<file path="src/rtl/fir_decimator.sv">
// Integrate-and-dump decimator by 2^DECIM_LOG2 feeding a first-word-fall-through
// FIFO with a valid/ready output and a sticky overflow flag.
module fir_decimator #(
  parameter int DECIM_LOG2 = 2,
  parameter int FIFO_LOG2  = 2
) (
  input  logic                    clk,
  input  logic                    rst_n,
  input  logic signed [7:0]       in_sig,
  input  logic                    in_valid,
  input  logic                    clr,
  output logic signed [7:0]       out_sig,
  output logic                    out_valid,
  input  logic                    out_ready,
  output logic [FIFO_LOG2:0]      fill,
  output logic                    overflow
);

  localparam int DEPTH = 1 << FIFO_LOG2;
  localparam int AW    = 8 + DECIM_LOG2;
  localparam logic [FIFO_LOG2:0] FULL_COUNT = (FIFO_LOG2 + 1)'(DEPTH);

  logic [DECIM_LOG2-1:0] phase_reg, phase_next;
  logic signed [AW-1:0]  acc_reg, acc_next, sum;
  logic [FIFO_LOG2-1:0]  wr_ptr_reg, wr_ptr_next, rd_ptr_reg, rd_ptr_next;
  logic [FIFO_LOG2:0]    fill_reg, fill_next;
  logic                  overflow_reg, overflow_next;
  logic                  dump, pop, push, full;
  logic [7:0]            result;
  logic [7:0]            mem_q [DEPTH];

  assign sum       = acc_reg + AW'(in_sig);
  assign dump      = in_valid && (phase_reg == '1);
  // Taking the bits above the shift is the arithmetic shift truncated to 8 bits.
  assign result    = sum[DECIM_LOG2 +: 8];
  assign full      = (fill_reg == FULL_COUNT);
  assign out_valid = (fill_reg != '0);
  assign pop       = out_valid && out_ready;
  assign push      = dump && (!full || pop);

  always_comb begin
    phase_next    = phase_reg;
    acc_next      = acc_reg;
    wr_ptr_next   = wr_ptr_reg;
    rd_ptr_next   = rd_ptr_reg;
    fill_next     = fill_reg;
    overflow_next = overflow_reg;
    if (clr) begin
      phase_next    = '0;
      acc_next      = '0;
      wr_ptr_next   = '0;
      rd_ptr_next   = '0;
      fill_next     = '0;
      overflow_next = 1'b0;
    end else begin
      if (in_valid) begin
        phase_next = phase_reg + 1'b1;
        acc_next   = dump ? '0 : sum;
      end
      if (push) wr_ptr_next = wr_ptr_reg + 1'b1;
      if (pop)  rd_ptr_next = rd_ptr_reg + 1'b1;
      if (push && !pop)      fill_next = fill_reg + 1'b1;
      else if (pop && !push) fill_next = fill_reg - 1'b1;
      if (dump && !push) overflow_next = 1'b1;
    end
  end

  always_ff @(posedge clk or negedge rst_n) begin
    if (!rst_n) begin
      phase_reg    <= '0;
      acc_reg      <= '0;
      wr_ptr_reg   <= '0;
      rd_ptr_reg   <= '0;
      fill_reg     <= '0;
      overflow_reg <= 1'b0;
    end else begin
      phase_reg    <= phase_next;
      acc_reg      <= acc_next;
      wr_ptr_reg   <= wr_ptr_next;
      rd_ptr_reg   <= rd_ptr_next;
      fill_reg     <= fill_next;
      overflow_reg <= overflow_next;
    end
  end

  // Storage is reset so the head reads 0 straight out of reset.
  for (genvar gi = 0; gi < DEPTH; gi++) begin : g_mem
    logic [7:0] entry_reg;
    always_ff @(posedge clk or negedge rst_n) begin
      if (!rst_n)
        entry_reg <= '0;
      else if (!clr && push && (wr_ptr_reg == FIFO_LOG2'(gi)))
        entry_reg <= result;
    end
    assign mem_q[gi] = entry_reg;
  end

  assign out_sig  = mem_q[rd_ptr_reg];
  assign fill     = fill_reg;
  assign overflow = overflow_reg;

endmodule

</file>
<file path="config.mk">
export PLATFORM = sky130hd
export DESIGN_NAME = fir_decimator
export DESIGN_NICKNAME = d
export VERILOG_FILES = /design/src/rtl/fir_decimator.sv
export SDC_FILE = /design/constraint.sdc
export NUM_CORES = 1
export LEC_CHECK = 0
export ABC_CLOCK_PERIOD_IN_PS = 3600
export CAP_MARGIN = 5
export CORE_UTILIZATION = 57
export CTS_CLUSTER_SIZE = 25
export DETAILED_ROUTE_END_ITERATION = 8
export PLACE_DENSITY_LB_ADDON = 0.25
export SKIP_LAST_GASP = 1
export SLEW_MARGIN = 20
export SYNTH_ARGS = -nofsm -noshare
export SYNTH_HDL_FRONTEND = slang
export SYNTH_SLANG_ARGS = --single-unit
</file>
<file path="constraint.sdc">
create_clock -name clk -period 3.6 [get_ports clk]
set_clock_uncertainty 0.15 [all_clocks]
set_input_delay 0.36 -clock clk [delete_from_list [all_inputs] [get_ports clk]]
set_output_delay 0.36 -clock clk [all_outputs]
set_load 0.05 [all_outputs]
</file>
Word-level counts from Yosys, hierarchy flattened

Index checks and enable logic that the tools add are counted.

Add/sub/neg operators: 6
Multiply operators: 0
Div/mod/pow operators: 0
$lt $le $gt $ge: 1
Eq/ne operators: 5
Shift operators: 0
Multiplexer cells: 17
Bitwise operators: 1
Reduce and logical (&&, ||, !) cells: 23

Operator list:

| operator            | count |
|---|---|
| $mux 10             | 3 |
| $bmux 8 s2          | 1 |
| $mux 8              | 2 |
| $mux 2              | 6 |
| $logic_and 1x1->1   | 11 |
| $add 10x8->10       | 1 |
| $mux 3              | 3 |
| $reduce_bool 2->1   | 4 |
| $add 2x1->2 const B | 3 |
| $eq 2x2->1 const B  | 3 |
| $reduce_bool 3->1   | 2 |
| $logic_not 1->1     | 4 |
| $add 3x1->3 const B | 1 |
| $eq 3x3->1 const B  | 1 |
| $ge 3x3->1 const B  | 1 |
| $not 2->3           | 1 |
| $sub 3x1->3 const B | 1 |
| $eq 2x1->1 const B  | 1 |
| $logic_not 2->1     | 1 |
| $mux 1              | 2 |
| $logic_or 1x1->1    | 1 |

Register bits after elaboration: 52
Latch bits: 0
Bits in writable memories: 0
ROM bits: 0
Input bits: 13
Output and inout port bits: 13
Logic and storage cells: 63
Memories kept: 0

Depth between registers and ports, before layout

Word-level depth: 9
Depth in mapped cells: 10
Depth with buffers taken out: 9

Worst setup path after synthesis

OpenSTA, ideal clock, no wires.

Path type: register to register
Start point: register fill_reg[1] (netlist: fill[1])
End point: register fill_reg[2] (netlist: fill[2])
Library setup time: 0.132 ns
Arrival: 2.691 ns
Data required time: 3.318 ns
Setup slack: 0.627 ns
Cell stages (with the launch flop): 8
Path buffers: 1
Period minus slack after synthesis: 2.973 ns
Cells stage by stage: dfrtp_1 -> or3_1 -> clkbuf_1 -> a21oi_1 -> fa_1 -> or3_1 -> a311oi_1 -> nor2_1

Word-level cells in the longest chain between the ends: 7
Elaborated cells between the ends (all ways): 16
Classes of those cells: add/sub: 2; eq/ne: 1; mux: 3; reduce/logical: 10

RTL lines:

| element                                                     | RTL line | source |
|---|---|---|
| start, declared                                             | 26       | `logic [FIFO_LOG2:0] fill_reg, fill_next;` |
| start signal, assigned                                      | 81       | `fill_reg <= fill_next;` |
| $reduce_bool 3->1 (*)                                       | 37       | `assign out_valid = (fill_reg != '0);` |
| named net out_valid                                         | 13       | `output logic out_valid,` |
| $logic_and 1x1->1 (*)                                       | 38       | `assign pop = out_valid && out_ready;` |
| $logic_or 1x1->1                                            | 39       | `assign push = dump && (!full \|\| pop);` |
| $logic_and 1x1->1                                           | 39       |  |
| $logic_and 1x1->1 / $logic_not 1->1 (equally long branches) | 62, 63   |  |
| $mux 3 / $logic_and 1x1->1 (equally long branches)          | 62, 63   |  |
| $mux 3 / $reduce_bool 3->1 (equally long branches)          | --       |  |

Mark *: on every way through the listed nets, which the timed path passes. The rest lies on a longest branch. The select of a mux whose other input is x is not followed.
A chain may end at the register's enable or synchronous reset.

Final worst setup path

Start point: input port out_ready
End point: register fill_reg[2] (netlist: fill[2])

Word-level cells in the longest chain between the ends: 6
Elaborated cells between the ends (all ways): 10
Classes of those cells: mux: 2; reduce/logical: 8

RTL lines:

| element                                                     | RTL line | source |
|---|---|---|
| start, declared                                             | 14       | `input logic out_ready,` |
| $logic_and 1x1->1 (*)                                       | 38       |  |
| $logic_or 1x1->1                                            | 39       |  |
| $logic_and 1x1->1                                           | 39       |  |
| $logic_and 1x1->1 / $logic_not 1->1 (equally long branches) | 62, 63   |  |
| $mux 3 / $logic_and 1x1->1 (equally long branches)          | 62, 63   |  |
| $mux 3 / $reduce_bool 3->1 (equally long branches)          | --       |  |

Mark *: on every way between the ends. The rest lies on a longest branch, timed or not.

==> metrics.md <==
| Metric | Value |
|---|---|
| Final Hold Viols | 29 |
| FMAX | about 0.35 GHz |
| Max-cap viol count | 0 |
| Worst setup SP type | primary input |
| Setup Buffers After CTS | 0 |
| Status | finished, violations left |
| Critical Path Start | out_ready |
| Tightest Pin Transition | just over 0.8 ns |
| WL/cell | 16.5 microns |
| Synth top area cells | dfrtp_1, mux2_2, mux4_2 |
| H-Tree Depth | 2 |
| Sequential group share of total power | 0.414 |
| Power density over cell area | ~570 nW/um^2 |
| Fin nets | roughly 280 |
| Yosys top cell area share | 0.484 |
| Cell Area, Synth | 2690 sq um |
| TritonRoute pass-1 iters | 6 |
| Vias | about 1,800 |
| Fin area | 3050 sq um |
| First-pass GRT wire length | 8.79 mm |
| Seq/Total Area, Yosys | 0.484 |
| Largest net degree at the start of global routing | 38 |
| Tcrit/Tclk final | 0.799 |
| Total CTS buffers | 5 |
| DR iter-0 viols | approximately 120 |
| GPL Wtd Cong | between 0.7 and 0.8 |
| Placeable Area | between 4000 and 5000 sq um |
| Slew HR | 0.462 |
| Ant diodes | 0 |
| DRC Markers | 4 |
| Multi-input logic area | roughly 1300 sq um |
| Crit path required time | between 3 and 4 ns |
| Ports | 26 |
| Routed Antenna Nets | 0 |
| CTS tree | yes |
| Comb power frac | 0.390 |
| Clk_lat worst skew | 0.31 ns |
| Vias in the first global route | around 1,900 |
| Yosys warnings | 0 |
| GRT overflow | 0 |
| Initial Util | 0.605 |
| Endpoints failing setup | 0 |
| Count of cell types in the netlist | 37 |
| Layout cells sized above 1 | 0.157 |
| Switch share | 0.383 |
| VDD IR max | around 0.5 mV |
| Clock power frac | 0.196 |
| IO buf count | 25 |
| Rows | 24 |
| Leak | 1.42 nW |
| Via density | 5.89 |
| Sink Count | 52 |
| Crit path time final | between 2 and 3 ns |
| Register area | between 1000 and 1500 sq um |
| Yosys top cell by area | dfrtp_1 |
| Setup TNS | 0 ns |
| Total GRT Usage | 0.235 |
| CTS root buf | clkbuf_8 |
| Die width | ~71 microns |
| RSZ-0062 raised after global routing | no |
| Initial antenna violation count | 0 |
| CP Class | in -> reg |
| Max-slew violations | 0 |
| Final hold slack | -0.0192 ns |
| Crit path DAT | around 2.9 ns |
| Clock edge transition at the registers on the reported setup and hold paths | about 0.090 ns |
| CTS Buffer Depth | 2 |
| CP max stage cell | clkdlybuf4s50_1 |
| Number of flip-flops in the largest register | 32 |
| Power Internal | 0.00107 W |
| Critical path's largest stage delay | ~0.53 ns |
| CP endpoint kind | flip-flop |
| Placed cell areas | slightly below 3000 sq um |
| Type of the most critical hold path | in -> async |
| Filler cells | between 300 and 400 |
| Syn nets | ~260 |
| Hold Buf Count CTS | 0 |
| Violated checks | DRC, hold timing |
| Synthesis-stage register bit count | 52 |
| Area growth syn-to-layout | 13.4% |
| Crit-path cells | clkdlybuf4s50_1 > nor4b_1 > or2_0 > a21oi_1 > fa_1 > or3_1 > a311oi_1 > nor2_1 |
| PostCTS Resize Cnt | 0 |
| Net Sw Power | 0.000667 W |
| Launch point of the worst reg-to-reg path | fill[1] |
| WL final | 5.06 mm |
| Die Span Y | a little over 70 microns |
| Syn avg cell area | about 12 sq um |
| Dpl hpwl | between 3 and 4 mm |
| Crit path max fanout | 8 |
| Die ar. | around 5000 sq um |
| Syn Inst Count | 233 |
## cells in the mapped netlist
master / instances
dfrtp_1: 52
nand2_1: 24
mux2_2: 20
o21ai_0: 17
nor2_1: 16
ha_1: 14
inv_1: 9
mux4_2: 8
a21oi_1: 7
a22o_1: 7
xnor2_1: 7
buf_2: 6
clkbuf_1: 6
xor2_1: 5
a21o_1: 3
a31oi_1: 3
and2_1: 2
fa_1: 2
mux2i_1: 2
nand3_1: 2
nand4_1: 2
nor2b_1: 2
o21a_1: 2
or3_1: 2
a211oi_1: 1
a21oi_2: 1
a221oi_2: 1
a311o_1: 1
a311oi_1: 1
and3_1: 1
nor2_2: 1
nor4_1: 1
nor4b_1: 1
o2111ai_1: 1
o22ai_1: 1
o31a_1: 1
or2_0: 1
## logic make-up after synthesis
| group | Yosys count | synth area share |
|---|---|---|
| muxes | 30 | 0.158 |
| AOI/OAI and AO/OA | 47 | 0.116 |
| buffers and inverters | 21 | 0.0321 |
| and+or+nand+nor | 55 | 0.0907 |
| xor gates and xnor gates | 12 | 0.0391 |
| adders and majority gates | 16 | 0.0800 |
| DFF | 52 | 0.484 |
## power by group through the flow
stage | Clock [W] | Sequential (W) | Combinational, W
floorplan | 0 | 0.000735 | 0.000481
global placement | 0 | 0.000733 | 0.000670
detailed placement | 0 | 0.000736 | 0.000678
CTS | 0.000350 | 0.000725 | 0.000682
global route | 0.000370 | 0.000734 | 0.000734
finish | 0.000342 | 0.000721 | 0.000679
## cells in the final DEF (no fill, tap or decap), types with 5 or more instances in the layout
master,n
inv_1,9
mux2_2,20
nor2_1,16
ha_1,14
clkdlybuf4s50_1,24
xor2_1,5
dfrtp_1,52
mux4_2,8
xnor2_1,7
a22o_1,7
nand2_1,24
o21ai_0,17
a21oi_1,7
clkbuf_8,6
## layout make-up
class | count | share of cell area
Clock buffer | 7 | 0.0283
Inverter | 9 | 0.0111
Timing Repair Buffer | 26 | 0.0829
Tap cell | 52 | 0.0213
Sequential cell | 52 | 0.427
Clock inverter | 1 | 0.00246
Multi-Input combinational cell | 160 | 0.427
## worst max-delay path, delay by kind of cell
kind	cells	cell delay (ns)
buf+inv	1	0.53
simple gates	4	1.18
compound gates	2	0.40
fa+ha+maj	1	0.43
## layer usage
| layer | up-vias | wire length [microns] | share of wire | GRT usage |
|---|---|---|---|---|
| met3 | 9 | 177 | 0.035 | 0.0556 |
| met2 | 37 | 2520 | 0.50 | 0.403 |
| met4 | 0 | 71 | 0.014 | 0.0778 |
| met1 | 892 | 2280 | 0.45 | 0.297 |
| met5 | - | 0 | 0 | 0 |
| li1 | 870 | - | - | - |
## worst paths after layout
kind	endpoint	slack, ns	depth (start not counted)
min in group clk	g_mem[1].entry_reg[7]	0.34	2
max in group asynchronous	wr_ptr_reg[0]	2.60	2
worst min-delay path	acc_reg[6]	-0.02	1
worst max-delay path	fill[2]	0.72	8
worst min register to register	g_mem[1].entry_reg[7]	0.34	2
worst max register to register	fill[2]	0.84	7
## per-stage QoR
step	cells	power, W	utilization	setup slack (ns)	hold slack, ns
floorplan	233	0.00122	-	0.627	-0.0856
global placement	299	0.00140	0.665	0.540	0.307
detailed placement	299	0.00141	0.665	0.419	0.322
CTS	307	0.00176	0.686	0.662	0.00586
global route	307	0.00184	0.686	0.451	0.0348
finish	307	0.00174	0.686	0.724	-0.0192
Note: power is estimated with default switching activity, not from simulation.
